$ cat src/rtl/skip_pkg.sv
// Shared constants, FSM state encoding and table entry layout for the
// clock-skip ring pattern scheduler.
package skip_pkg;

    localparam int LEN   = 16;  // ring length, width of MASK / rSEL
    localparam int DEPTH = 4;   // pattern table entries (power of 2)
    localparam int AW    = 2;   // table address width
    localparam int DWW   = 8;   // dwell counter width, in ring revolutions

    // Reload select driven out of reset and whenever the scheduler is idle.
    localparam logic [LEN-1:0] DEF_SEL = {{(LEN-1){1'b0}}, 1'b1};

    typedef enum logic [1:0] {
        ST_IDLE = 2'd0,
        ST_LOAD = 2'd1,
        ST_RUN  = 2'd2,
        ST_HALT = 2'd3
    } state_e;

    typedef struct packed {
        logic [LEN-1:0] mask;
        logic [LEN-1:0] sel;
        logic [DWW-1:0] dwell;   // 0 marks the end of the list
    } entry_t;

    // Next table index; DEPTH is a power of 2 so the carry-out is the wrap.
    function automatic logic [AW-1:0] wrap_inc(input logic [AW-1:0] a);
        return a + 1'b1;
    endfunction

endpackage

$ cat src/rtl/skip_sched_if.sv
// Control, table-write and ring-side signals of the skip scheduler.
// master = board control / ring side, slave = the scheduler itself.
interface skip_sched_if;
    import skip_pkg::*;

    logic           START;
    logic           STOP;
    logic           WE;
    logic [AW-1:0]  WADDR;
    logic [LEN-1:0] WMASK;
    logic [LEN-1:0] WSEL;
    logic [DWW-1:0] WDWELL;
    logic           RING_B0;

    logic [LEN-1:0] rSEL;
    logic [LEN-1:0] MASK;
    logic           E;
    logic           LOAD;
    logic           BUSY;
    logic [AW-1:0]  IDX;

    modport master (
        output START, STOP, WE, WADDR, WMASK, WSEL, WDWELL, RING_B0,
        input  rSEL, MASK, E, LOAD, BUSY, IDX
    );

    modport slave (
        input  START, STOP, WE, WADDR, WMASK, WSEL, WDWELL, RING_B0,
        output rSEL, MASK, E, LOAD, BUSY, IDX
    );

endinterface

$ cat src/rtl/skip_tbl.sv
// Pattern table: DEPTH entries, one synchronous write port, one
// combinational read port, plus a fixed tap on entry 0 (start check and
// end-of-list wrap target). Cleared to all zero on RST.
module skip_tbl
    import skip_pkg::*;
(
    input  logic          iCLK,
    input  logic          RST,
    input  logic          WE,
    input  logic [AW-1:0] WADDR,
    input  entry_t        wdata,
    input  logic [AW-1:0] raddr,
    output entry_t        rdata,
    output entry_t        ent0
);

    entry_t mem [DEPTH];

    // Register file write, with synchronous clear so every dwell reads 0.
    always_ff @(posedge iCLK) begin
        if (RST) begin
            for (int i = 0; i < DEPTH; i++) begin
                mem[i] <= '0;
            end
        end else if (WE) begin
            mem[WADDR] <= wdata;
        end
    end

    assign rdata = mem[raddr];
    assign ent0  = mem[0];

endmodule

$ cat src/rtl/skip_sched.sv
// Clock-skip ring pattern scheduler. Steps the ring through the table
// entries, presenting MASK/rSEL with a one-cycle reload pulse, and counts
// ring revolutions (rising edges of the ring's bit 0) to time each dwell.
module skip_sched
    import skip_pkg::*;
(
    input  logic         iCLK,
    input  logic         RST,
    skip_sched_if.slave  bus
);

    state_e         state, nxt_state;
    logic [AW-1:0]  idx_r, nxt_idx;
    logic [DWW-1:0] dcnt, nxt_dcnt;
    logic [LEN-1:0] mask_r, nxt_mask;
    logic [LEN-1:0] sel_r, nxt_sel;
    logic           stop_pend, nxt_stop_pend;
    logic           e_r, load_r, busy_r;
    logic           b0_q, b0_rise;
    logic           stop_any;

    entry_t         wr_ent, rd_ent, ent0, tgt;
    logic [AW-1:0]  rd_addr, tgt_idx;

    assign wr_ent = {bus.WMASK, bus.WSEL, bus.WDWELL};

    skip_tbl u_tbl (
        .iCLK  (iCLK),
        .RST   (RST),
        .WE    (bus.WE),
        .WADDR (bus.WADDR),
        .wdata (wr_ent),
        .raddr (rd_addr),
        .rdata (rd_ent),
        .ent0  (ent0)
    );

    // The read port always looks one entry ahead; a zero dwell there is the
    // end-of-list marker, which sends the sequence back to entry 0.
    assign rd_addr  = wrap_inc(idx_r);
    assign tgt      = (rd_ent.dwell != '0) ? rd_ent : ent0;
    assign tgt_idx  = (rd_ent.dwell != '0) ? rd_addr : '0;

    assign b0_rise  = bus.RING_B0 & ~b0_q;
    assign stop_any = bus.STOP | stop_pend;

    // Next-state and next-output decode; every output is registered from it.
    always_comb begin
        nxt_state     = state;
        nxt_idx       = idx_r;
        nxt_dcnt      = dcnt;
        nxt_mask      = mask_r;
        nxt_sel       = sel_r;
        nxt_stop_pend = stop_pend;

        case (state)
            ST_IDLE: begin
                nxt_stop_pend = 1'b0;
                if (bus.START && !bus.STOP && (ent0.dwell != '0)) begin
                    nxt_state = ST_LOAD;
                    nxt_idx   = '0;
                    nxt_mask  = ent0.mask;
                    nxt_sel   = ent0.sel;
                    nxt_dcnt  = ent0.dwell;
                end
            end

            ST_LOAD: begin
                // A STOP pulse during the reload cycle must not be lost.
                if (bus.STOP) nxt_stop_pend = 1'b1;
                nxt_state = ST_RUN;
            end

            ST_RUN: begin
                if (bus.STOP) nxt_stop_pend = 1'b1;
                if (b0_rise) begin
                    nxt_dcnt = dcnt - 1'b1;
                    if (stop_any) begin
                        // Stop on a revolution boundary: no need to wait.
                        nxt_state = ST_IDLE;
                    end else if (dcnt == DWW'(1)) begin
                        if (tgt.dwell == '0) begin
                            // Table emptied under us: finish one more lap.
                            nxt_state = ST_HALT;
                        end else begin
                            nxt_state = ST_LOAD;
                            nxt_idx   = tgt_idx;
                            nxt_mask  = tgt.mask;
                            nxt_sel   = tgt.sel;
                            nxt_dcnt  = tgt.dwell;
                        end
                    end
                end else if (stop_any) begin
                    nxt_state = ST_HALT;
                end
            end

            ST_HALT: begin
                if (b0_rise) nxt_state = ST_IDLE;
            end

            default: nxt_state = ST_IDLE;
        endcase

        if (nxt_state == ST_IDLE) nxt_sel = DEF_SEL;
    end

    // State, counters and registered outputs.
    always_ff @(posedge iCLK) begin
        if (RST) begin
            state     <= ST_IDLE;
            idx_r     <= '0;
            dcnt      <= '0;
            mask_r    <= '0;
            sel_r     <= DEF_SEL;
            stop_pend <= 1'b0;
            e_r       <= 1'b0;
            load_r    <= 1'b0;
            busy_r    <= 1'b0;
            b0_q      <= 1'b0;
        end else begin
            state     <= nxt_state;
            idx_r     <= nxt_idx;
            dcnt      <= nxt_dcnt;
            mask_r    <= nxt_mask;
            sel_r     <= nxt_sel;
            stop_pend <= nxt_stop_pend;
            e_r       <= (nxt_state == ST_RUN) || (nxt_state == ST_HALT);
            load_r    <= (nxt_state == ST_LOAD);
            busy_r    <= (nxt_state != ST_IDLE);
            b0_q      <= bus.RING_B0;
        end
    end

    assign bus.rSEL = sel_r;
    assign bus.MASK = mask_r;
    assign bus.E    = e_r;
    assign bus.LOAD = load_r;
    assign bus.BUSY = busy_r;
    assign bus.IDX  = idx_r;

endmodule
$ cat src/flat_wrapper.sv
// flat-port wrapper written by rule: the top's interface ports become plain ports
module skip_sched_flat import skip_pkg::*;
  (iCLK, RST, bus_START, bus_STOP, bus_WE, bus_WADDR, bus_WMASK, bus_WSEL, bus_WDWELL, bus_RING_B0, bus_rSEL, bus_MASK, bus_E, bus_LOAD, bus_BUSY, bus_IDX);
  skip_sched_if bus_i ();
  input  logic iCLK;
  input  logic RST;
  input wire logic [$bits(bus_i.START)-1:0] bus_START;
  input wire logic [$bits(bus_i.STOP)-1:0] bus_STOP;
  input wire logic [$bits(bus_i.WE)-1:0] bus_WE;
  input wire logic [$bits(bus_i.WADDR)-1:0] bus_WADDR;
  input wire logic [$bits(bus_i.WMASK)-1:0] bus_WMASK;
  input wire logic [$bits(bus_i.WSEL)-1:0] bus_WSEL;
  input wire logic [$bits(bus_i.WDWELL)-1:0] bus_WDWELL;
  input wire logic [$bits(bus_i.RING_B0)-1:0] bus_RING_B0;
  output wire logic [$bits(bus_i.rSEL)-1:0] bus_rSEL;
  output wire logic [$bits(bus_i.MASK)-1:0] bus_MASK;
  output wire logic [$bits(bus_i.E)-1:0] bus_E;
  output wire logic [$bits(bus_i.LOAD)-1:0] bus_LOAD;
  output wire logic [$bits(bus_i.BUSY)-1:0] bus_BUSY;
  output wire logic [$bits(bus_i.IDX)-1:0] bus_IDX;
  assign bus_i.START = bus_START;
  assign bus_i.STOP = bus_STOP;
  assign bus_i.WE = bus_WE;
  assign bus_i.WADDR = bus_WADDR;
  assign bus_i.WMASK = bus_WMASK;
  assign bus_i.WSEL = bus_WSEL;
  assign bus_i.WDWELL = bus_WDWELL;
  assign bus_i.RING_B0 = bus_RING_B0;
  assign bus_rSEL = bus_i.rSEL;
  assign bus_MASK = bus_i.MASK;
  assign bus_E = bus_i.E;
  assign bus_LOAD = bus_i.LOAD;
  assign bus_BUSY = bus_i.BUSY;
  assign bus_IDX = bus_i.IDX;
  skip_sched u_core (.iCLK(iCLK), .RST(RST), .bus(bus_i));
endmodule
$ cat config.mk
export PLATFORM = sky130hd
export DESIGN_NAME = skip_sched_flat
export DESIGN_NICKNAME = d
export VERILOG_FILES = /design/src/rtl/skip_pkg.sv /design/src/rtl/skip_sched_if.sv /design/src/rtl/skip_tbl.sv /design/src/rtl/skip_sched.sv /design/src/flat_wrapper.sv
export SDC_FILE = /design/constraint.sdc
export NUM_CORES = 1
export LEC_CHECK = 0
export CORE_MARGIN = 2
export CORE_UTILIZATION = 55
export DETAILED_ROUTE_END_ITERATION = 10
export GPL_ROUTABILITY_DRIVEN = 0
export PLACE_DENSITY = 0.87
export SYNTH_ARGS = -nofsm -noshare
export SYNTH_HDL_FRONTEND = slang
export SYNTH_SLANG_ARGS = --single-unit
$ cat constraint.sdc
create_clock -name iCLK -period 4.2 [get_ports iCLK]
set_input_delay 0.84 -clock iCLK [delete_from_list [all_inputs] [get_ports iCLK]]
set_output_delay 0.84 -clock iCLK [all_outputs]
set_load 0.05 [all_outputs]
Word level (Yosys, flattened, before mapping)
Memories as Yosys holds them, arrays and structs flattened.
Index checks and enable logic that the tools add are counted.

word-level totals
  register bits after elaboration = 49
  memory bits (writable) = 160
  output and inout bits = 37
  memories kept = 1
  word-level logic and storage cells = 91

operators by class
  mux-type cells = 44
  reduce and logical (&&, ||, !) cells = 18
  bitwise operators = 3
  add/sub/neg operators = 2
  eq/ne operators = 13

memory list
  memory            words  width  rd ports  clocked after memory_dff  wr ports  line            source
  u_core.u_tbl.mem  4      40     2         0                         4         skip_tbl.sv:17  entry_t mem [DEPTH];

operator list
  cell                 number
  $mux 16              10
  $mux 40              2
  $pmux 16 s2          2
  $mux 8               5
  $reduce_or 40->1     1
  $mux 2               14
  $pmux 8 s2           1
  $reduce_bool 8->1    2
  $eq 2x2->1 const B   4
  $eq 8x1->1 const B   1
  $logic_not 8->1      1
  $ne 2x1->1 const B   4
  $pmux 2 s4           1
  $sub 8x1->8 const B  1
  $mux 1               7
  $reduce_and 6->1     1
  $reduce_bool 2->1    3
  $eq 2x1->1 const B   2
  $logic_not 2->1      2
  $ne 2x2->1 const B   2
  $pmux 2 s2           1
  $reduce_or 2->1      2
  $reduce_and 3->1     1
  $add 2x1->2 const B  1
  8 further kinds      9

Depth between registers and ports, before layout
Gate-level depths: netlist (run 1).
An unclocked memory read counts as a cell.

  depth in word-level cells = 12
  gate-level depth with buffers = 10

Modules after synthesis
A second synthesis (run 1) with hierarchy kept.

unflattened totals
  cells, all modules = 701
  area total of the unflattened synthesis = 9826.9 um2

modules (own cells, without submodules)
  module      sequential area each (um2)  area each (um2)  cells an instance  instances
  skip_tbl    4804.6                      7000.5           395                1
  skip_sched  980.9                       2826.5           306                1

Worst setup path before layout (run 1)
OpenSTA, ideal clock, no wires.

  path kind = input to register
  start point = in bus_WADDR[1]
  end point = mem u_core.u_tbl.mem[2][0] (netlist bit) (enable)
  data required time = 3754 ps
  buffers on the path = 0
  stages on the path = 2
  path slack = 987 ps
  arrival time = 2767 ps
  cell sequence = nand2_1 o21bai_1

RTL lines
  item         line                source
  from (decl)  flat_wrapper.sv:10  input wire logic [$bits(bus_i.WADDR)-1:0] bus_WADDR;
  to (decl)    skip_tbl.sv:17

Worst setup path after layout (run 1)
  start point = reg u_core.idx_r[1] (netlist: u_core.bus.IDX[1])
  end point = reg u_core.sel_r[0] (netlist: u_core.bus.rSEL[0])

between the ends
  longest elaborated chain between the ends = 12

ends and longest elaborated chain
  item                              line               source
  from (decl)                       skip_sched.sv:13   logic [AW-1:0] idx_r, nxt_idx;
  from (signal assigned)            skip_sched.sv:123  idx_r <= nxt_idx;
  $add 2x1->2 (*)                   skip_pkg.sv:28     return a + 1'b1;
  $mem_v2 4x40 (*)                  -
  $reduce_bool 8->1                 skip_sched.sv:41   assign tgt = (rd_ent.dwell != '0) ? rd_ent : ent0;
  $mux 40 (*)                       skip_sched.sv:41
  $logic_not 8->1                   skip_sched.sv:82   if (tgt.dwell == '0) begin
  $mux 2                            skip_sched.sv:82
  $mux 2                            skip_sched.sv:81   end else if (dcnt == DWW'(1)) begin
  $mux 2                            skip_sched.sv:78   if (stop_any) begin
  $mux 2                            skip_sched.sv:76   if (b0_rise) begin
  $pmux 2 s4                        skip_sched.sv:56   case (state)
  $logic_not 2->1                   skip_sched.sv:105  if (nxt_state == ST_IDLE) nxt_sel = DEF_SEL;
  $reduce_or 2->1 (no source line)  -
  to (signal assigned)              skip_sched.sv:126  sel_r <= nxt_sel;
  to (decl)                         skip_sched.sv:16   logic [LEN-1:0] sel_r, nxt_sel;

Every way passes the cells marked *; elsewhere a longest branch is shown, timed or not. The select of a mux whose other input is x is not followed.
A chain may end at the register's enable or synchronous reset.

==> key figures, run 1 <==
Run status
  – Status: finished clean

Yosys
  – Mapped Area: 9440 um2
  – Seq/Total Area, Yosys: 61.3%
  – Top-area cell type share of the netlist area: 50.9%
  – Synth cell types: 62
  – Yosys warns: 0
  – Area contributors post-synth: edfxtp_1 51%, and2_1 11%, dfxtp_1 10%
  – Post-synth EDFFs: 160
  – Mean post-synth cell area: 12.7 um2
  – Synth area leader: edfxtp_1
  – Mapped Cells: 745
  – Synth async-reset ratio: 0%
  – Synth Register Bits: 209
  – Syn nets: 798
  – Synth Flop Type: edfxtp_1

Power and ir drop
  – P per Cell Area: 648 nW/um2
  – Combinational share of power: 33.8%
  – Clock share of power: 28.4%
  – Switching share of power: 35.1%
  – Cell leakage power: 4.05 nW
  – Int Pwr: 4.77 mW
  – Peak VDD IR: 0.434 mV
  – Sequential power share: 37.8%
  – Switch Pwr: 2.58 mW

Final layout
  – P&R area growth vs syn: 20.2%
  – Final core utilization: 67.9%
  – Diodes inserted: 0
  – Finished Layout Cells: 1063
  – Share of layout cells above drive strength 1: 11.7%
  – Final #Nets: 880
  – Commonest non-fill, non-tap cell in the layout: and2_1
  – Commonest non-fill, non-tap cells in the layout: 162 x and2_1, 160 x edfxtp_1, 84 x clkdlybuf4s50_1, 57 x nor2_1, 48 x dfxtp_1

Setup path
  – Critical path's largest stage delay: 730 ps
  – Crit Path Class: register to register
  – CP top delay family: multiplexers
  – Worst Setup End Kind: register
  – Crit. path cell count: 7
  – Critical path, cell by cell: mux4_1, nor4_2, a211o_1, buf_4, nor2_1, a2111oi_1, o21ai_1
  – Worst Path Required: 4570 ps
  – WP buf/inv: 1
  – Slowest-stage cell, CP: mux4_1
  – Crit Path Max Fanout: 30
  – Reg2reg path depth: 7
  – CP Launch Type: register
  – Critical path arrival: 3550 ps

GRT
  – Initial antenna violation count: 0
  – GRT Util Overall: 23.9%
  – Grt ovf: 0
  – Number of global-route vias before repair: 6387
  – Largest net degree at the start of global routing: 65
  – First-pass GRT wire length: 34.0 mm

Floorplanning
  – Die area: 18200 um2
  – I/O Pins: 85
  – Std cell rows: 47
  – Die X: 135 um
  – Initial cell density of the core: 56.5%
  – Die height: 135 um
  – Core Area: 16700 um2

Clock network
  – Post-CTS Repair Setup Buffers: 0
  – Clock transition at the register clock pins on the worst setup and hold paths after CTS: 60 ps
  – Total CTS buffers: 23
  – Clock root cell: clkbuf_16
  – Worst skew pair latency: 500 ps
  – H-tree Lvls: 1
  – CTS tree: done
  – Clock sink count: 209
  – Hold buffer count at cts: 0
  – Post-CTS resize count: 0
  – CTS Buffer Depth: 3

Placed design
  – Final HPWL DP: 12.9 mm
  – Dpl ws: 825 ps
  – Port bufs: 84
  – Placed cell count: 1022

Timing
  – Clock skew: 15.7 ps
  – Setup tns final: 0 ps
  – Tcrit/Tclk final: 75.7%
  – Final min period: 3180 ps
  – Slew @ Worst Pin: 953 ps
  – # setup viols final: 0
  – Final worst setup slack: 1020 ps
  – Fmax achieved: 314 MHz
  – RSZ-0062 raised after global routing: no
  – Relative slew slack: 36.4%
  – Max-slew violation count: 0
  – Final hold viol count: 0

Detailed routing
  – Final ANT Viol Nets: 0
  – Average vias per placed instance: 5.92
  – Drt drc: 0
  – Total wire length: 21.4 mm
  – DR iter-0 viols: 589
  – Via count: 6288
  – Pre-antenna DRT Iters: 5
  – WL per Instance: 20.1 um

Hold path
  – Hold path cells: 2
  – Min-delay worst type: register to register

Flow run
  – Max-cap violation count: 0
path summary, 6_finish.rpt:
kind	start	end	slack (ps)
worst max-delay path	u_core.bus.IDX[1]	u_core.bus.rSEL[0]	1020
worst min-delay path	u_core.bus.MASK[10]	u_core.bus.MASK[10]	500
worst max register to register	u_core.bus.IDX[1]	u_core.bus.rSEL[0]	1020
worst min register to register	u_core.bus.MASK[10]	u_core.bus.MASK[10]	500
cell type report:
cell class / instances / area [um2]
well taps: 220 / 275
multi-input cells: 480 / 3430
flip-flops and latches: 209 / 5790
inverters: 7 / 26.3
clock buffers: 28 / 614
repair buffers: 106 / 1030
fillers: 1164 / 5360
clock inverters: 13 / 176
power by group through the flow:
stage	registers [mW]	logic, mW	clock network, mW
2_1_floorplan	3.31	1.20	0
3_3_place_gp	2.80	2.41	0
3_5_place_dp	2.81	2.46	0
4_1_cts	2.78	2.48	2.11
5_1_grt	2.81	2.67	2.20
6_report	2.78	2.48	2.09
synth_stat cells (2+ instances only):
cell type  number
and2_1        162
edfxtp_1      160
nor2_1         57
dfxtp_1        49
mux2i_1        35
clkbuf_1       33
nand2_1        29
a211oi_1       18
a21oi_1        17
nand3_1        15
a221oi_2       11
o211a_1        10
a2bb2oi_1       9
buf_2           9
nor3_1          9
inv_1           7
o21ai_0         7
o211ai_1        6
a211o_1         5
a21boi_0        5
ha_1            5
mux4_2          5
nor2b_1         5
o221a_1         5
or3b_2          5
a221oi_1        4
buf_6           4
mux4_1          3
nor3b_1         3
nor4_1          3
o21ai_1         3
o22a_1          3
o22ai_1         3
or2_2           3
a31oi_1         2
and3_1          2
buf_4           2
nand2b_1        2
nand4_1         2
o21a_1          2
o21bai_1        2
or3_1           2
or4_4           2
xnor2_1         2
registers in the layout, indices dropped and copies added (netlist names), 2 cells and up:
name / cells
u_core.u_tbl.mem: 160
u_core.bus.MASK: 16
u_core.bus.rSEL: 16
u_core.dcnt: 8
u_core.bus.IDX: 2
u_core.state: 2
cell families after synthesis:
group,Yosys count,share of synthesized area (%)
compound gates,125,11.2
xor+xnor,3,0.278
fa+ha+maj,5,0.663
buf+inv,56,2.74
flops,209,61.3
mux,43,5.74
simple gates,304,18.1
worst reg2reg max path: cells and delay by family, from the launching register on:
family	cells	cell delay, ps
flops	1	720
simple gates	2	570
mux	1	740
buf+inv	1	370
compound gates	3	660
per-layer routing:
metal | vias up | track usage (%) | routed length, um
met4 | 0 | 6.37 | 426
met5 | - | 0 | 0
li1 | 2910 | - | -
met2 | 269 | 40.7 | 10600
met3 | 33 | 3.98 | 1680
met1 | 3076 | 32.1 | 8680
metrics by stage:
step	instance area [um2]	hold WS, ps	total power, mW
floorplan	9440	458	4.51
global placement	10600	473	5.21
detailed placement	10600	493	5.27
CTS	11300	501	7.36
global route	11300	520	7.67
finish	11300	496	7.35
(Power assumes the default switching activity.)
==> run 2: changes to the inputs <==
--- a/config.mk
+++ b/config.mk
@@ -6,10 +6,10 @@
 export NUM_CORES = 1
 export LEC_CHECK = 0
 export CORE_MARGIN = 2
-export CORE_UTILIZATION = 55
+export CORE_UTILIZATION = 52
 export DETAILED_ROUTE_END_ITERATION = 10
 export GPL_ROUTABILITY_DRIVEN = 0
-export PLACE_DENSITY = 0.87
+export PLACE_DENSITY = 0.86
 export SYNTH_ARGS = -nofsm -noshare
 export SYNTH_HDL_FRONTEND = slang
 export SYNTH_SLANG_ARGS = --single-unit
==> constraint.sdc (replaced) <==
create_clock -name iCLK -period 2.7 [get_ports iCLK]
set_input_delay 0.54 -clock iCLK [delete_from_list [all_inputs] [get_ports iCLK]]
set_output_delay 0.54 -clock iCLK [all_outputs]
set_load 0.05 [all_outputs]
==> run 2 against run 1 <==
Compared with the run above:
- combinational power rose by 64%
- wire length rose by 3.3%
- flip-flop and latch count did not move
- total power rose by 54%
- clock power rose by 42%
- final cell count rose by 3.3%
- critical path depth fell by 1
- clock skew rose by 3.0 ps
- critical endpoint is now u_core.bus.MASK[10]
- die area rose by 5.6%
- register-to-register slack got worse by 940 ps
- non-clock buffer count rose by 27
- count of clock-buffer cells in the layout rose by 1
==> key figures, run 2 (synthesis results as in run 1) <==
Run status
  – Status: finished clean

GRT
  – Initial antenna violation count: 0
  – Number of global-route vias before repair: 6489
  – First-pass GRT wire length: 34.8 mm
  – GRT Util Overall: 22.7%
  – Grt ovf: 0
  – Largest net degree at the start of global routing: 42

Clock network
  – Clock root cell: clkbuf_16
  – Clock transition at the register clock pins on the worst setup and hold paths after CTS: 60 ps
  – Total CTS buffers: 22
  – CTS tree: done
  – H-tree Lvls: 1
  – Clock sink count: 209
  – Worst skew pair latency: 520 ps
  – CTS Buffer Depth: 3

Timing
  – Final min period: 2620 ps
  – Final hold viol count: 0
  – Clock skew: 18.7 ps
  – Max-slew violation count: 0
  – Relative slew slack: 57.4%
  – Fmax achieved: 382 MHz
  – Tcrit/Tclk final: 96.9%
  – Slew @ Worst Pin: 637 ps
  – # setup viols final: 0
  – RSZ-0062 raised after global routing: no

Hold path
  – WHS Endpoint: u_core.stop_pend
  – Hold path cells: 2
  – Hold_sp: u_core.stop_pend
  – Min-delay worst type: register to register

Detailed routing
  – Drt drc: 0
  – Average vias per placed instance: 5.89
  – Via count: 6466
  – Final ANT Viol Nets: 0
  – DR iter-0 viols: 478
  – Pre-antenna DRT Iters: 5
  – WL per Instance: 20.1 um
  – Total wire length: 22.1 mm

Final layout
  – Final core utilization: 65.0%
  – Max reg flops: 160
  – Commonest non-fill, non-tap cells in the layout: 162 x and2_1, 160 x edfxtp_1, 83 x clkdlybuf4s50_1, 56 x nor2_1, 47 x dfxtp_1
  – Diodes inserted: 0
  – Final #Nets: 906
  – Reg with most FFs: u_core.u_tbl.mem
  – Final instance area: 11600 um2
  – P&R area growth vs syn: 23.2%
  – Fill cells: 1301
  – Share of layout cells above drive strength 1: 14.4%
  – Commonest non-fill, non-tap cell in the layout: and2_1

Setup path
  – Reg2reg path depth: 6
  – Critical path's largest stage delay: 600 ps
  – Worst Path Required: 3070 ps
  – Slack of the worst reg-to-reg path: 80 ps
  – WP buf/inv: 1
  – Reg2reg end: u_core.bus.MASK[10]
  – Crit Path Class: register to register
  – CP Launch Type: register
  – Slowest-stage cell, CP: or4_4
  – Crit Path Max Fanout: 16
  – Critical path, cell by cell: mux4_2, or4_4, o211a_4, buf_4, a221oi_2, a211oi_1
  – Critical path arrival: 2990 ps
  – Worst Setup End Kind: register
  – FF-to-FF Start: u_core.bus.IDX[1]
  – CP top delay family: compound AO/OA/AOI/OAI gates

Floorplanning
  – Die X: 139 um
  – Die area: 19200 um2
  – Initial cell density of the core: 52.7%
  – Die height: 139 um
  – Core Area: 17900 um2
  – I/O Pins: 85
  – Std cell rows: 49

Power and ir drop
  – Combinational share of power: 35.8%
  – P per Cell Area: 977 nW/um2
  – Int Pwr: 7.30 mW
  – Switching share of power: 35.7%
  – Clock share of power: 26.1%
  – Peak VDD IR: 0.856 mV
  – Sequential power share: 38.1%
  – Cell leakage power: 4.20 nW
  – Switch Pwr: 4.05 mW

Placed design
  – Final HPWL DP: 13.8 mm
  – Port bufs: 84
  – Placed instance area: 10800 um2

Flow run
  – Max-cap violation count: 0
[run 2: per-layer routing]
metal,vias to the layer above,global-route usage [%],wire (um)
met4,0,6.80,563
met3,48,3.49,1230
met2,225,39.5,11200
li1,2962,-,-
met5,-,0,0
met1,3231,29.7,9130
[run 2: repair_timing]
action                                  4_1_cts  5_1_grt
hold buffers                                  0        0
endpoints found under the setup margin       37       15
pin swaps                                     0        2
resized for setup                             3        4
hold endpoints to repair                      0        0
buffers inserted                              0        7
[run 2: power by group through the flow]
stage | sequential (mW) | combinational, mW | clock, mW
after global routing | 4.38 | 4.34 | 3.12
after floorplan | 5.15 | 1.87 | 0
after CTS | 4.32 | 4.04 | 3.00
after detailed placement | 4.38 | 4.01 | 0
final | 4.33 | 4.06 | 2.97
after global placement | 4.36 | 3.93 | 0
[run 2: layout make-up]
class / instances / area, um2 / share of cell area (%)
sequential: 209 / 5790 / 49.8
clock inverter: 11 / 130 / 1.12
multi-input combinational: 480 / 3450 / 29.7
inverter: 7 / 26.3 / 0.226
clock buffer: 29 / 587 / 5.05
tap: 229 / 287 / 2.46
timing repair buffer: 133 / 1360 / 11.7
[run 2: worst min-delay path, cell delays in order, from the launching register on]
cell and delay [ps]:
dfxtp_1 320, o21ai_0 70, a21oi_1 60
[run 2: how the worst max path moves through the flow]
| stage | startpoint | endpoint | slack, ps | depth (start not counted) |
|---|---|---|---|---|
| 4_1_cts | u_core.bus.IDX[1] | u_core.bus.rSEL[0] | 20 | 7 |
| 3_5_place_dp | u_core.bus.IDX[1] | u_core.bus.rSEL[0] | -130 | 7 |
| 5_1_grt | u_core.bus.IDX[1] | u_core.bus.MASK[1] | 2 | 7 |
| 2_1_floorplan | u_core.bus.IDX[1] | u_core.bus.MASK[10] | 20 | 7 |
| 3_3_place_gp | u_core.bus.IDX[1] | u_core.bus.rSEL[0] | -40 | 7 |
| 6_report | u_core.bus.IDX[1] | u_core.bus.MASK[10] | 80 | 6 |
[run 2: metrics by stage]
stage | cells | worst slack (ps) | total power, mW | hold slack (ps) | setup TNS (ps)
6_report | 1098 | 84.3 | 11.4 | 497 | 0
5_1_grt | 1098 | 2.13 | 11.8 | 522 | 0
4_1_cts | 1091 | 18.0 | 11.4 | 496 | 0
3_5_place_dp | 1051 | -131 | 8.38 | 484 | -1540
3_3_place_gp | 1051 | -37.4 | 8.30 | 473 | -37.4
2_1_floorplan | 745 | 23.4 | 7.01 | 458 | 0
==> run 3: changes to the inputs <==
--- a/config.mk
+++ b/config.mk
@@ -9,6 +9,7 @@
 export CORE_UTILIZATION = 52
 export DETAILED_ROUTE_END_ITERATION = 10
 export GPL_ROUTABILITY_DRIVEN = 0
+export HOLD_SLACK_MARGIN = 0.15
 export PLACE_DENSITY = 0.86
 export SYNTH_ARGS = -nofsm -noshare
 export SYNTH_HDL_FRONTEND = slang
==> results of run 3 <==
The final DEF is identical to that of run 2; final timing and power are the same.
